<file path="src/rtl/apb_pkg.sv">
`default_nettype none
// ============================================================================
//  Module      : apb_pkg
//  Description : Shared definitions for the APB master bridge. This package
//                holds the transfer FSM state encoding, the default bus
//                widths, the registered response record and the saturating
//                increment used by the error counter.
//  Revision    : 1.0 - initial release
// ============================================================================
package apb_pkg;

    // Default geometry of the bridge
    localparam int APB_ADDR_W_DEF     = 16;
    localparam int APB_DATA_W_DEF     = 32;
    localparam int TIMEOUT_CYCLES_DEF = 16;
    localparam int ERR_CNT_W          = 8;

    // Transfer FSM: one outstanding APB transfer at a time
    typedef enum logic [1:0] {
        ST_IDLE   = 2'd0,
        ST_SETUP  = 2'd1,
        ST_ACCESS = 2'd2,
        ST_RESP   = 2'd3
    } apb_state_e;

    // Response captured at the end of ACCESS and held through RESP
    typedef struct packed {
        logic [APB_DATA_W_DEF-1:0] rdata;
        logic                      err;
        logic                      timeout;
    } apb_rsp_t;

    // Increment that sticks at all-ones instead of wrapping
    function automatic logic [ERR_CNT_W-1:0] sat_inc(input logic [ERR_CNT_W-1:0] v);
        return (v == '1) ? v : v + 1'b1;
    endfunction

endpackage
`default_nettype wire

</file>
<file path="src/rtl/apb_wait_timer.sv">
`default_nettype none
// ============================================================================
//  Module      : apb_wait_timer
//  Description : Wait-state counter for the APB ACCESS phase. Cleared before
//                each ACCESS phase, counts ACCESS cycles in which the slave
//                holds PREADY low, and flags expiry in the cycle that would
//                bring the count to TIMEOUT_CYCLES.
//  Ports       : clk_i     - clock (rising edge)
//                rst_n_i   - synchronous active-low reset
//                clear_i   - return count to zero
//                enable_i  - count this cycle (ACCESS with PREADY low)
//                expire_o  - this enabled cycle is the TIMEOUT_CYCLES-th one
//  Revision    : 1.0 - initial release
// ============================================================================
module apb_wait_timer #(
    parameter int TIMEOUT_CYCLES = 16
) (
    input  logic clk_i,
    input  logic rst_n_i,
    input  logic clear_i,
    input  logic enable_i,
    output logic expire_o
);

    localparam int CNT_W = $clog2(TIMEOUT_CYCLES + 1);
    localparam logic [CNT_W-1:0] C_LIMIT = CNT_W'(TIMEOUT_CYCLES);
    localparam logic [CNT_W-1:0] C_LAST  = CNT_W'(TIMEOUT_CYCLES - 1);

    logic [CNT_W-1:0] cnt_q;
    logic [CNT_W-1:0] cnt_d;

    always_comb begin
        cnt_d = cnt_q;
        if (clear_i) begin
            cnt_d = '0;
        end else if (enable_i && (cnt_q != C_LIMIT)) begin
            cnt_d = cnt_q + 1'b1;
        end
    end

    always_ff @(posedge clk_i) begin
        if (!rst_n_i) begin
            cnt_q <= '0;
        end else begin
            cnt_q <= cnt_d;
        end
    end

    // Expiry is raised while the limit-reaching cycle is still in progress so
    // the FSM can abort on that very edge. Because enable_i already requires
    // PREADY low, a PREADY=1 in that cycle never sees expiry and completes.
    assign expire_o = enable_i && (cnt_q == C_LAST);

endmodule
`default_nettype wire

</file>
<file path="src/rtl/apb_master_bridge.sv">
`default_nettype none
// ============================================================================
//  Module      : apb_master_bridge
//  Description : Converts a valid/ready command channel into single APB
//                transfers (SETUP then ACCESS) and returns each result on a
//                valid/ready response channel. Slaves that stretch ACCESS
//                beyond TIMEOUT_CYCLES wait states are abandoned and an error
//                response flagged as a timeout is returned instead.
//  Ports       : PCLK, PRESETn             - clock, sync active-low reset
//                cmd_valid/ready/write/addr/wdata - request channel
//                rsp_valid/ready/rdata/err/timeout - response channel
//                PADDR..PSLVERR            - APB master interface
//                err_cnt                   - saturating count of error responses
//  Revision    : 1.0 - initial release
// ============================================================================
module apb_master_bridge
    import apb_pkg::*;
#(
    parameter int APB_ADDR_WIDTH = APB_ADDR_W_DEF,
    parameter int APB_DATA_WIDTH = APB_DATA_W_DEF,
    parameter int TIMEOUT_CYCLES = TIMEOUT_CYCLES_DEF
) (
    input  logic                      PCLK,
    input  logic                      PRESETn,
    // Command channel
    input  logic                      cmd_valid,
    output logic                      cmd_ready,
    input  logic                      cmd_write,
    input  logic [APB_ADDR_WIDTH-1:0] cmd_addr,
    input  logic [APB_DATA_WIDTH-1:0] cmd_wdata,
    // Response channel
    output logic                      rsp_valid,
    input  logic                      rsp_ready,
    output logic [APB_DATA_WIDTH-1:0] rsp_rdata,
    output logic                      rsp_err,
    output logic                      rsp_timeout,
    // APB master
    output logic [APB_ADDR_WIDTH-1:0] PADDR,
    output logic                      PWRITE,
    output logic                      PSEL,
    output logic                      PENABLE,
    output logic [APB_DATA_WIDTH-1:0] PWDATA,
    input  logic [APB_DATA_WIDTH-1:0] PRDATA,
    input  logic                      PREADY,
    input  logic                      PSLVERR,
    // Status
    output logic [ERR_CNT_W-1:0]      err_cnt
);

    // Byte-lane bits forced low: every transfer is a word access
    localparam logic [APB_ADDR_WIDTH-1:0] C_LANE_MASK = APB_ADDR_WIDTH'(3);

    apb_state_e                state_q;
    apb_state_e                state_d;
    logic [APB_ADDR_WIDTH-1:0] paddr_q;
    logic                      pwrite_q;
    logic [APB_DATA_WIDTH-1:0] pwdata_q;
    apb_rsp_t                  rsp_q;
    apb_rsp_t                  rsp_d;
    logic [ERR_CNT_W-1:0]      err_cnt_q;

    logic                      cmd_fire;
    logic                      rsp_fire;
    logic                      timer_clear;
    logic                      timer_en;
    logic                      timer_expire;
    logic                      psel_d;
    logic                      penable_d;

    // Held low while PRESETn is asserted so no command can be taken in reset
    assign cmd_ready   = (state_q == ST_IDLE) && PRESETn;
    assign cmd_fire    = cmd_valid && cmd_ready;
    assign rsp_valid   = (state_q == ST_RESP);
    assign rsp_fire    = rsp_valid && rsp_ready;

    // SETUP always precedes ACCESS, so clearing there starts every ACCESS at 0
    assign timer_clear = (state_q == ST_SETUP);
    assign timer_en    = (state_q == ST_ACCESS) && !PREADY;

    apb_wait_timer #(
        .TIMEOUT_CYCLES (TIMEOUT_CYCLES)
    ) u_wait_timer (
        .clk_i    (PCLK),
        .rst_n_i  (PRESETn),
        .clear_i  (timer_clear),
        .enable_i (timer_en),
        .expire_o (timer_expire)
    );

    // ------------------------------------------------------------------
    // Transfer FSM: next state, response capture and APB strobes
    // ------------------------------------------------------------------
    always_comb begin
        state_d   = state_q;
        rsp_d     = rsp_q;
        psel_d    = 1'b0;
        penable_d = 1'b0;

        case (state_q)
            ST_IDLE: begin
                if (cmd_fire) begin
                    state_d = ST_SETUP;
                end
            end

            ST_SETUP: begin
                psel_d  = 1'b1;
                state_d = ST_ACCESS;
            end

            ST_ACCESS: begin
                psel_d    = 1'b1;
                penable_d = 1'b1;
                if (PREADY) begin
                    // Write responses carry no data
                    rsp_d.rdata   = pwrite_q ? '0 : APB_DATA_W_DEF'(PRDATA);
                    rsp_d.err     = PSLVERR;
                    rsp_d.timeout = 1'b0;
                    state_d       = ST_RESP;
                end else if (timer_expire) begin
                    rsp_d.rdata   = '0;
                    rsp_d.err     = 1'b1;
                    rsp_d.timeout = 1'b1;
                    state_d       = ST_RESP;
                end
            end

            ST_RESP: begin
                if (rsp_fire) begin
                    state_d = ST_IDLE;
                end
            end

            default: begin
                state_d = ST_IDLE;
            end
        endcase
    end

    always_ff @(posedge PCLK) begin
        if (!PRESETn) begin
            state_q <= ST_IDLE;
            rsp_q   <= '0;
        end else begin
            state_q <= state_d;
            rsp_q   <= rsp_d;
        end
    end

    // ------------------------------------------------------------------
    // Command capture: address/control/data are loaded only on acceptance
    // and therefore stay stable for the whole SETUP/ACCESS sequence.
    // ------------------------------------------------------------------
    always_ff @(posedge PCLK) begin
        if (!PRESETn) begin
            paddr_q  <= '0;
            pwrite_q <= 1'b0;
            pwdata_q <= '0;
        end else if (cmd_fire) begin
            paddr_q  <= cmd_addr & ~C_LANE_MASK;
            pwrite_q <= cmd_write;
            pwdata_q <= cmd_write ? cmd_wdata : '0;
        end
    end

    // Counted at the response handshake so a response is counted exactly once
    always_ff @(posedge PCLK) begin
        if (!PRESETn) begin
            err_cnt_q <= '0;
        end else if (rsp_fire && rsp_q.err) begin
            err_cnt_q <= sat_inc(err_cnt_q);
        end
    end

    assign PADDR       = paddr_q;
    assign PWRITE      = pwrite_q;
    assign PWDATA      = pwdata_q;
    assign PSEL        = psel_d;
    assign PENABLE     = penable_d;

    // Response storage is sized by the package data width; the cast adapts
    // it to this instance's bus width.
    assign rsp_rdata   = APB_DATA_WIDTH'(rsp_q.rdata);
    assign rsp_err     = rsp_q.err;
    assign rsp_timeout = rsp_q.timeout;
    assign err_cnt     = err_cnt_q;

endmodule
`default_nettype wire

</file>
<file path="config.mk">
export PLATFORM = sky130hd
export DESIGN_NAME = apb_master_bridge
export DESIGN_NICKNAME = d
export VERILOG_FILES = /design/src/rtl/apb_pkg.sv /design/src/rtl/apb_wait_timer.sv /design/src/rtl/apb_master_bridge.sv
export SDC_FILE = /design/constraint.sdc
export NUM_CORES = 1
export LEC_CHECK = 0
export ABC_AREA = 1
export BUFFER_PORTS_ARGS = -buffer_cell sky130_fd_sc_hd__clkbuf_2
export CAP_MARGIN = 20
export CORE_UTILIZATION = 39
export CTS_CLUSTER_DIAMETER = 50
export CTS_CLUSTER_SIZE = 24
export DETAILED_ROUTE_END_ITERATION = 12
export GPL_TIMING_DRIVEN = 0
export PLACE_DENSITY_LB_ADDON = 0.05
export SYNTH_ARGS = -nofsm -noshare
export SYNTH_HDL_FRONTEND = slang
export SYNTH_SLANG_ARGS = --single-unit
</file>
<file path="constraint.sdc">
create_clock -name PCLK -period 1.8 [get_ports PCLK]
set_clock_uncertainty 0.2 [all_clocks]
set_input_delay 0.54 -clock PCLK [delete_from_list [all_inputs] [get_ports PCLK]]
set_output_delay 0.54 -clock PCLK [all_outputs]
set_load 0.02 [all_outputs]
</file>
==> results of run 1 <==
[state kept, by name (all words and copies together), names as in the netlist]
| signal | cells |
|---|---|
| PWDATA | 32 |
| rsp_rdata | 32 |
| u_wait_timer.cnt_q | 5 |
| err_cnt | 8 |
| rsp_timeout | 1 |
| state_q | 2 |
| PWRITE | 1 |
| rsp_err | 1 |
| PADDR | 14 |
[critical path: cells and delay by family (launching register included)]
kind	cells	cell delay, ns
adders and majority gates	1	0.27
DFF	1	0.38
buffers and inverters	2	0.16
[cell usage after synthesis, drive strengths merged]
library cell / n / area, um2
a21oi: 74 / 408
buf: 26 / 194
clkbuf: 10 / 38.8
conb: 1 / 3.75
dfxtp: 96 / 1920
ha: 8 / 100
inv: 24 / 90.1
nand2: 136 / 551
nand3: 58 / 303
nand3b: 1 / 7.51
nand4: 5 / 31.3
nor2: 24 / 121
nor3: 1 / 5.00
o21ai: 35 / 175
o221a: 1 / 11.3
xor2: 1 / 8.76
[per-layer routing]
layer | GRT usage | vias to the layer above | share of wire
met5 | 0 | - | 0
met3 | 0.0563 | 13 | 0.062
li1 | - | 2055 | -
met1 | 0.259 | 1779 | 0.46
met4 | 0.0899 | 0 | 0.017
met2 | 0.296 | 102 | 0.46
[stage by stage]
step	hold WS, ns	instances
finish	0.169	840
global route	0.155	840
CTS	0.146	835
detailed placement	0.253	811
global placement	0.250	811
floorplan	0.260	502
[power groups by stage]
stage / Combinational, mW / Clock [mW] / Sequential [mW]
2_1_floorplan: 0.811 / 0 / 2.89
3_3_place_gp: 1.67 / 0 / 2.59
3_5_place_dp: 1.68 / 0 / 2.60
4_1_cts: 1.87 / 1.65 / 2.57
5_1_grt: 2.25 / 1.73 / 2.63
6_report: 2.06 / 1.61 / 2.60
[timing repair]
item | CTS | global route
pin swaps | 3 | 6
resized for setup | 25 | 60
cloned | 0 | 3
endpoints found under the setup margin | 43 | 52
buffers inserted | 8 | 2
hold buffers | 0 | 0
[cell families after synthesis]
group	Yosys count	share of synthesized area
adders and majority gates	8	0.0252
xor gates and xnor gates	1	0.00221
and+or+nand+nor	225	0.257
AOI/OAI and AO/OA	110	0.150
other	1	0.000945
buffers and inverters	60	0.0813
DFF	96	0.484
[path summary, 6_finish.rpt]
kind,startpoint,end,slack (ns),cells past startpoint
worst min-delay path,cmd_addr[6],PADDR[6],0.17,3
worst max-delay path,state_q[0],PSEL,-0.11,3
worst max register to register,u_wait_timer.cnt_q[1],rsp_rdata[4],0.02,10
worst min register to register,PWDATA[23],PWDATA[23],0.27,2
[area by class of cell]
type | count | area, um2 | area share
multi-input combinational | 346 | 1880 | 0.333
clock buffer | 11 | 151 | 0.0268
timing repair buffer | 189 | 1060 | 0.187
buffer | 36 | 282 | 0.0499
tap | 133 | 166 | 0.0295
clock inverter | 5 | 78.8 | 0.0140
inverter | 24 | 95.1 | 0.0168
sequential | 96 | 1930 | 0.343
==> flow_metrics.tcl, run 1 <==
set metrics [dict create \
    critPathCaptureType "output pin" \
    seq_area_frac_synth 0.484 \
    antenna_found_initial 0 \
    crit_type "reg -> out" \
    io_pins 182 \
    port_buffers 176 \
    switching_share 0.341 \
    final_cell_mix "clkbuf_2, nand2_1, dfxtp_1" \
    p_seq_frac 0.415 \
    crit_required_ns 1.06 \
    start_util 0.404 \
    worst_slew_pin_slew_ns 0.688 \
    layout-drive-gt1-share 0.434 \
    status "complete, but fails checks" \
    comb_power_share 0.328 \
    wirelength_mm 10.7 \
    drv_slew 0 \
    ir_worst_vdd_v 0.000509 \
    fillers 966 \
    critPathMaxFanout 3 \
    crit_path_max_incr_delay_ns 0.38 \
    clk_pin_slew_worst_paths_ns 0.09 \
    route.detailed.drc 0 \
    clock_latency_ns 0.36 \
    cts_buffers 9 \
    place.gp.congestion 0.765 \
    h-tree-depth 3 \
    viasPerCell 4.70 \
    rsz0062_at_grt "true" \
    dp_hpwl_mm 7.71 \
    crit_slowest_cell "dfxtp_4" \
    start_kind "flop" \
    grt_pass1_vias 3451 \
    cts_tree "done" \
    ys_ff_latch 96 \
    rows 36 \
    power_frac_clock 0.257 \
    p_sw_mw 2.14 \
    max_freq_ghz 0.523 \
    vias 3949 \
    place_area_um2 5020 \
    layout_commonest_cell "clkbuf_2" \
    drv_cap 0 \
    coreArea_um2 9820 \
    clockBufferDepth 2 \
    total_power_mw 6.27 \
    syn_inst 501 \
    nets 797 \
    grtUsageTotal 0.196 \
    area_growth_pct 42.2 \
    first_iter_violations 129 \
    hold_viol_final 0 \
    powerDensity_nw_per_um2 1110 \
    design_area_um2 5650 \
    finalSetupTns_ns -0.359 \
    n_antenna_cell 0 \
    arrival_ns 1.17 \
    drt_pass1_iterations 4 \
    post-place-ws_ns -0.312 \
    leakagePower_nw 2.63 \
    fin_crit_ns 1.91 \
    die_w_um 103 \
    ant_nets 0 \
    overflow 0 \
    postLayoutSetupSlackWorst_ns -0.113 \
    finalSetupViolCount 4 \
    synthesis.area_um2 3970 \
    die_h_um 103 \
    synth_area_per_cell_um2 7.92 \
    period_share 1.06 \
    grt_max_degree 16 \
    hp-class "in -> reg" \
    violations "setup timing" \
    cts_num_sinks 96 \
    cts_root_buffer "clkbuf_8" \
    crit_chain "inv_4 -> ha_4 -> buf_8" \
    p_int_mw 4.13 \
    wl_per_cell_um 12.7 \
    final_util 0.575 \
    yosys_warnings 0 \
    maxSlewHeadroom 0.541 \
    grt_pass1_wl_mm 16.1 \
    synthDistinctLibCells 28 \
    dieArea_um2 10600 \
]
Note: power is estimated with default switching activity, not from simulation.
==> run 2, diff against run 1 <==
Settings changed: BUFFER_PORTS_ARGS -buffer_cell sky130_fd_sc_hd__clkbuf_2 to -buffer_cell sky130_fd_sc_hd__buf_4, CTS_CLUSTER_SIZE 24 to 40.
==> run 2 against run 1 <==
The run still ends with setup timing left. First-iteration DRC count is 13% higher. Largest cell class unchanged. Core utilization is 3.6 points higher. Sequential power hardly changed. Worst hold slack worse by 0.0083 ns. Count of clock-buffer cells in the layout is 1 higher. Worst setup slack worse by 0.0010 ns. Cell count is 0.48% lower. Fmax hardly changed. Critical path depth stayed put. Sequential cell count stayed put. Cell area is 6.3% higher. Wire length is 4.7% higher.
==> flow_metrics.tcl, run 2 (synthesis results as in run 1) <==
set metrics [dict create \
    status "complete, but fails checks" \
    violations "setup timing" \
    met2_usage 0.308 \
    layout_commonest_cell "buf_4" \
    coreArea_um2 9820 \
    crit_required_ns 1.06 \
    crit_family "flip-flops" \
    hold_ws_ns 0.160 \
    h-tree-depth 3 \
    arrival_ns 1.17 \
    io_pins 182 \
    crit_chain "inv_4 -> ha_4 -> buf_6" \
    cts_tree "done" \
    vias 4017 \
    route.detailed.drc 0 \
    holdBufCountCts 0 \
    wirelength_mm 11.2 \
    drt_pass1_iterations 4 \
    total_power_mw 6.31 \
    dieArea_um2 10600 \
    design_area_um2 6000 \
    max_freq_ghz 0.522 \
    clock_latency_ns 0.36 \
    critPathMaxFanout 3 \
    die_h_um 103 \
    post_layout_nonfiller_instances 836 \
    cts_buffers 9 \
    first_iter_violations 146 \
    ant_nets 0 \
    antenna_found_initial 0 \
    place_inst 811 \
    wl_per_cell_um 13.4 \
    path_buf_inv 2 \
    use_met3 0.0583 \
    n_antenna_cell 0 \
    crit_type "reg -> out" \
    clk_pin_slew_worst_paths_ns 0.10 \
    rows 36 \
    period_share 1.06 \
    busiest_layer "met2" \
    overflow 0 \
    dp_hpwl_mm 7.93 \
    hp-class "in -> reg" \
    postLayoutSetupSlackWorst_ns -0.114 \
    final_cell_mix "buf_4, nand2_1, dfxtp_1" \
    clockBufferDepth 2 \
    viasPerCell 4.81 \
    start_util 0.404 \
    grt_pass1_wl_mm 16.5 \
    layout-drive-gt1-share 0.432 \
    cts_num_sinks 96 \
    finalSetupTns_ns -0.305 \
    drv_cap 0 \
    nets 793 \
    drv_slew 0 \
    port_buffers 176 \
    place.gp.congestion 0.792 \
    grt_max_degree 16 \
    hold_viol_final 0 \
    grtUsageTotal 0.201 \
    leakagePower_nw 2.71 \
    grt_pass1_vias 3450 \
    use_met1 0.262 \
    ir_worst_vdd_v 0.000507 \
    critPathCaptureType "output pin" \
    area_growth_pct 51.2 \
    start_kind "flop" \
    place_area_um2 5460 \
    rsz0062_at_grt "true" \
    crit_path_max_incr_delay_ns 0.38 \
    finalSetupViolCount 4 \
    die_w_um 103 \
    crit_slowest_cell "dfxtp_4" \
    powerDensity_nw_per_um2 1050 \
    worst_slew_pin_slew_ns 0.707 \
    maxSlewHeadroom 0.529 \
    fin_crit_ns 1.91 \
    cts_root_buffer "clkbuf_8" \
]
[run 2: cell types whose count changed in the layout (fill, tap and decap cells not counted), sizes merged]
cell      before  now
clkinvlp       0    1
clkbuf       197   25
bufinv         2    1
buf           39  208
clkinv         3    1
inv           24   25
[run 2: layer usage]
layer  vias to the layer above  wire [um]  share of wire
met3                        13        751          0.067
met5                         -          0              0
met2                       112       5260           0.47
met1                      1844       4980           0.44
li1                       2048          -              -
met4                         0        199          0.018
[run 2: through the flow]
step	util	setup slack [ns]
finish	0.611	-0.114
detailed placement	0.556	-0.294
global placement	0.556	-0.277
global route	0.611	-0.162
CTS	0.588	-0.132
floorplan	-	0.0160
[run 2: worst min-delay path, delay by kind of cell]
family        cells  cell delay, ns
simple gates      2            0.09
buf+inv           1            0.07
[run 2: repair_timing]
item / in CTS / in global routing
resized for setup: 24 / 50
setup endpoints to repair: 44 / 60
pin swaps: 3 / 6
buffers inserted: 6 / 1
cloned: 0 / 3
[run 2: final cells by class]
class | instances | area (um2)
clock inverter | 4 | 51.3
fill | 908 | 3820
timing repair buffer | 186 | 1450
sequential | 96 | 1930
tap | 133 | 166
multi-input combinational | 346 | 1890
buffer | 35 | 267
clock buffer | 12 | 155
inverter | 24 | 92.6
[run 2: where the power goes]
group | internal (mW) | switching (mW) | total [mW] | leakage (nW)
Clock | 0.723 | 0.768 | 1.49 | 0.103
Combinational | 1.01 | 1.20 | 2.21 | 1.82
Sequential | 2.41 | 0.189 | 2.60 | 0.783
Total | 4.15 | 2.16 | 6.31 | 2.71
[run 2: final timing paths]
| check | start | to | slack, ns | depth (start not counted) |
|---|---|---|---|---|
| min | cmd_addr[5] | PADDR[5] | 0.16 | 3 |
| max reg2reg | u_wait_timer.cnt_q[1] | rsp_rdata[17] | 0.04 | 10 |
| max | state_q[0] | PSEL | -0.11 | 3 |
| min reg2reg | PADDR[10] | PADDR[10] | 0.27 | 2 |
==> run 3, diff against run 2 <==
Settings changed: CORE_ASPECT_RATIO set to 0.7.
==> run 3 against run 2 <==
The run still ends with setup timing left. Power is 3.5% higher. Sequential power hardly changed. Fmax is 2.2% higher. Worst hold slack better by 0.031 ns. First-iteration DRC count is 47% higher. Worst setup slack better by 0.042 ns. Core utilization is 0.36 points higher. Die area hardly changed. Cell count is 0.84% lower. Register-to-register slack worse by 0.02 ns. Wire length is 1.2% higher. Largest power group unchanged.
==> flow_metrics.tcl, run 3 (synthesis results as in run 1) <==
set metrics [dict create \
    status "complete, but fails checks" \
    violations "setup timing" \
    drv_cap 0 \
    drt_pass1_iterations 4 \
    die_w_um 123 \
    reg2reg_depth 10 \
    startpoint "state_q[1]" \
    vias 3982 \
    grtUsageTotal 0.213 \
    hp-class "in -> reg" \
    finalSetupViolCount 4 \
    top_layer "met4" \
    cts_buffers 9 \
    grt_max_degree 15 \
    die_h_um 86.4 \
    powerDensity_nw_per_um2 1080 \
    total_power_mw 6.53 \
    hold_path_depth 3 \
    maxSlewHeadroom 0.514 \
    place.gp.congestion 0.760 \
    crit_required_ns 1.06 \
    io_pins 182 \
    grt_pass1_vias 3638 \
    critPathMaxFanout 3 \
    coreArea_um2 9800 \
    hp-start "cmd_addr[6]" \
    wl_per_cell_um 13.7 \
    antenna_found_initial 0 \
    fin_crit_ns 1.87 \
    cts_tree "done" \
    arrival_ns 1.13 \
    ir_worst_vdd_v 0.000671 \
    hold_ws_ns 0.191 \
    clockBufferDepth 2 \
    h-tree-depth 3 \
    leakagePower_nw 2.74 \
    worst_slew_pin_slew_ns 0.729 \
    rr_startpoint "u_wait_timer.cnt_q[1]" \
    grt_pass1_wl_mm 17.7 \
    critPathCaptureType "output pin" \
    nets 792 \
    route.detailed.drc 0 \
    first_iter_violations 215 \
    area_growth_pct 51.7 \
    r2r_end "rsp_rdata[18]" \
    layout_commonest_cell "buf_4" \
    viasPerCell 4.80 \
    dieArea_um2 10600 \
    r2r_setup_slack_ns 0.02 \
    dp_hpwl_mm 8.14 \
    post_layout_nonfiller_instances 829 \
    clk_pin_slew_worst_paths_ns 0.06 \
    holdBufCountCts 0 \
    layout-drive-gt1-share 0.422 \
    whs_endpoint "PADDR[6]" \
    drv_slew 0 \
    final_cell_mix "buf_4, nand2_1, dfxtp_1" \
    wirelength_mm 11.3 \
    cts_root_buffer "clkbuf_16" \
    max_freq_ghz 0.534 \
    wl_met2_mm 5.13 \
    rsz0062_at_grt "true" \
    clock_latency_ns 0.34 \
    n_antenna_cell 0 \
    cts_num_sinks 96 \
    ant_nets 0 \
    start_kind "flop" \
    crit_type "reg -> out" \
    overflow 0 \
    dr_wl_met3_um 904 \
    hold_viol_final 0 \
    start_util 0.405 \
    period_share 1.04 \
    postLayoutSetupSlackWorst_ns -0.0722 \
    rows 30 \
    wl_met1_mm 5.17 \
    port_buffers 176 \
    place_inst 806 \
]
[run 3: metal layers]
layer | up-vias | GRT usage
li1 | 2047 | -
met1 | 1807 | 0.289
met2 | 116 | 0.321
met3 | 12 | 0.0717
met4 | 0 | 0.0632
met5 | - | 0
[run 3: final cells by class]
type / instances / area (um2)
multi-input cells: 346 / 1870
clock buffers: 10 / 229
inverters: 24 / 92.6
repair buffers: 185 / 1440
fillers: 894 / 3770
clock inverters: 5 / 25.0
plain buffers: 35 / 282
well taps: 128 / 160
flip-flops and latches: 96 / 1930
[run 3: stage by stage]
stage	utilization	cell area (um2)	setup slack, ns	TNS (ns)
CTS	0.593	5810	-0.0924	-0.275
global placement	0.557	5460	-0.247	-0.969
floorplan	-	3970	0.0160	0
finish	0.615	6020	-0.0722	-0.213
global route	0.615	6020	-0.126	-0.856
detailed placement	0.557	5460	-0.273	-1.53
[run 3: repair_timing]
action                     in CTS  in global routing
gates resized for setup        24                 44
setup endpoints to repair      52                 63
pin swaps                       2                  7
cloned                          1                  2
buffers inserted                4                  2
[run 3: critical path, stage by stage (launching register included)]
cell and delay (ns):
dfxtp_4 0.36, inv_2 0.05, ha_4 0.27, buf_6 0.11
[run 3: worst max-delay path by stage]
| stage | end | depth (start not counted) |
|---|---|---|
| 4_1_cts | PSEL | 3 |
| 6_report | PSEL | 3 |
| 3_3_place_gp | cmd_ready | 6 |
| 3_5_place_dp | cmd_ready | 6 |
| 2_1_floorplan | cmd_ready | 4 |
| 5_1_grt | PSEL | 3 |
[run 3: power by group]
part           switching (mW)  total, mW  internal [mW]
clock network           0.772       1.69          0.916
registers               0.192       2.61           2.42
logic                    1.20       2.23           1.02
total                    2.17       6.53           4.36
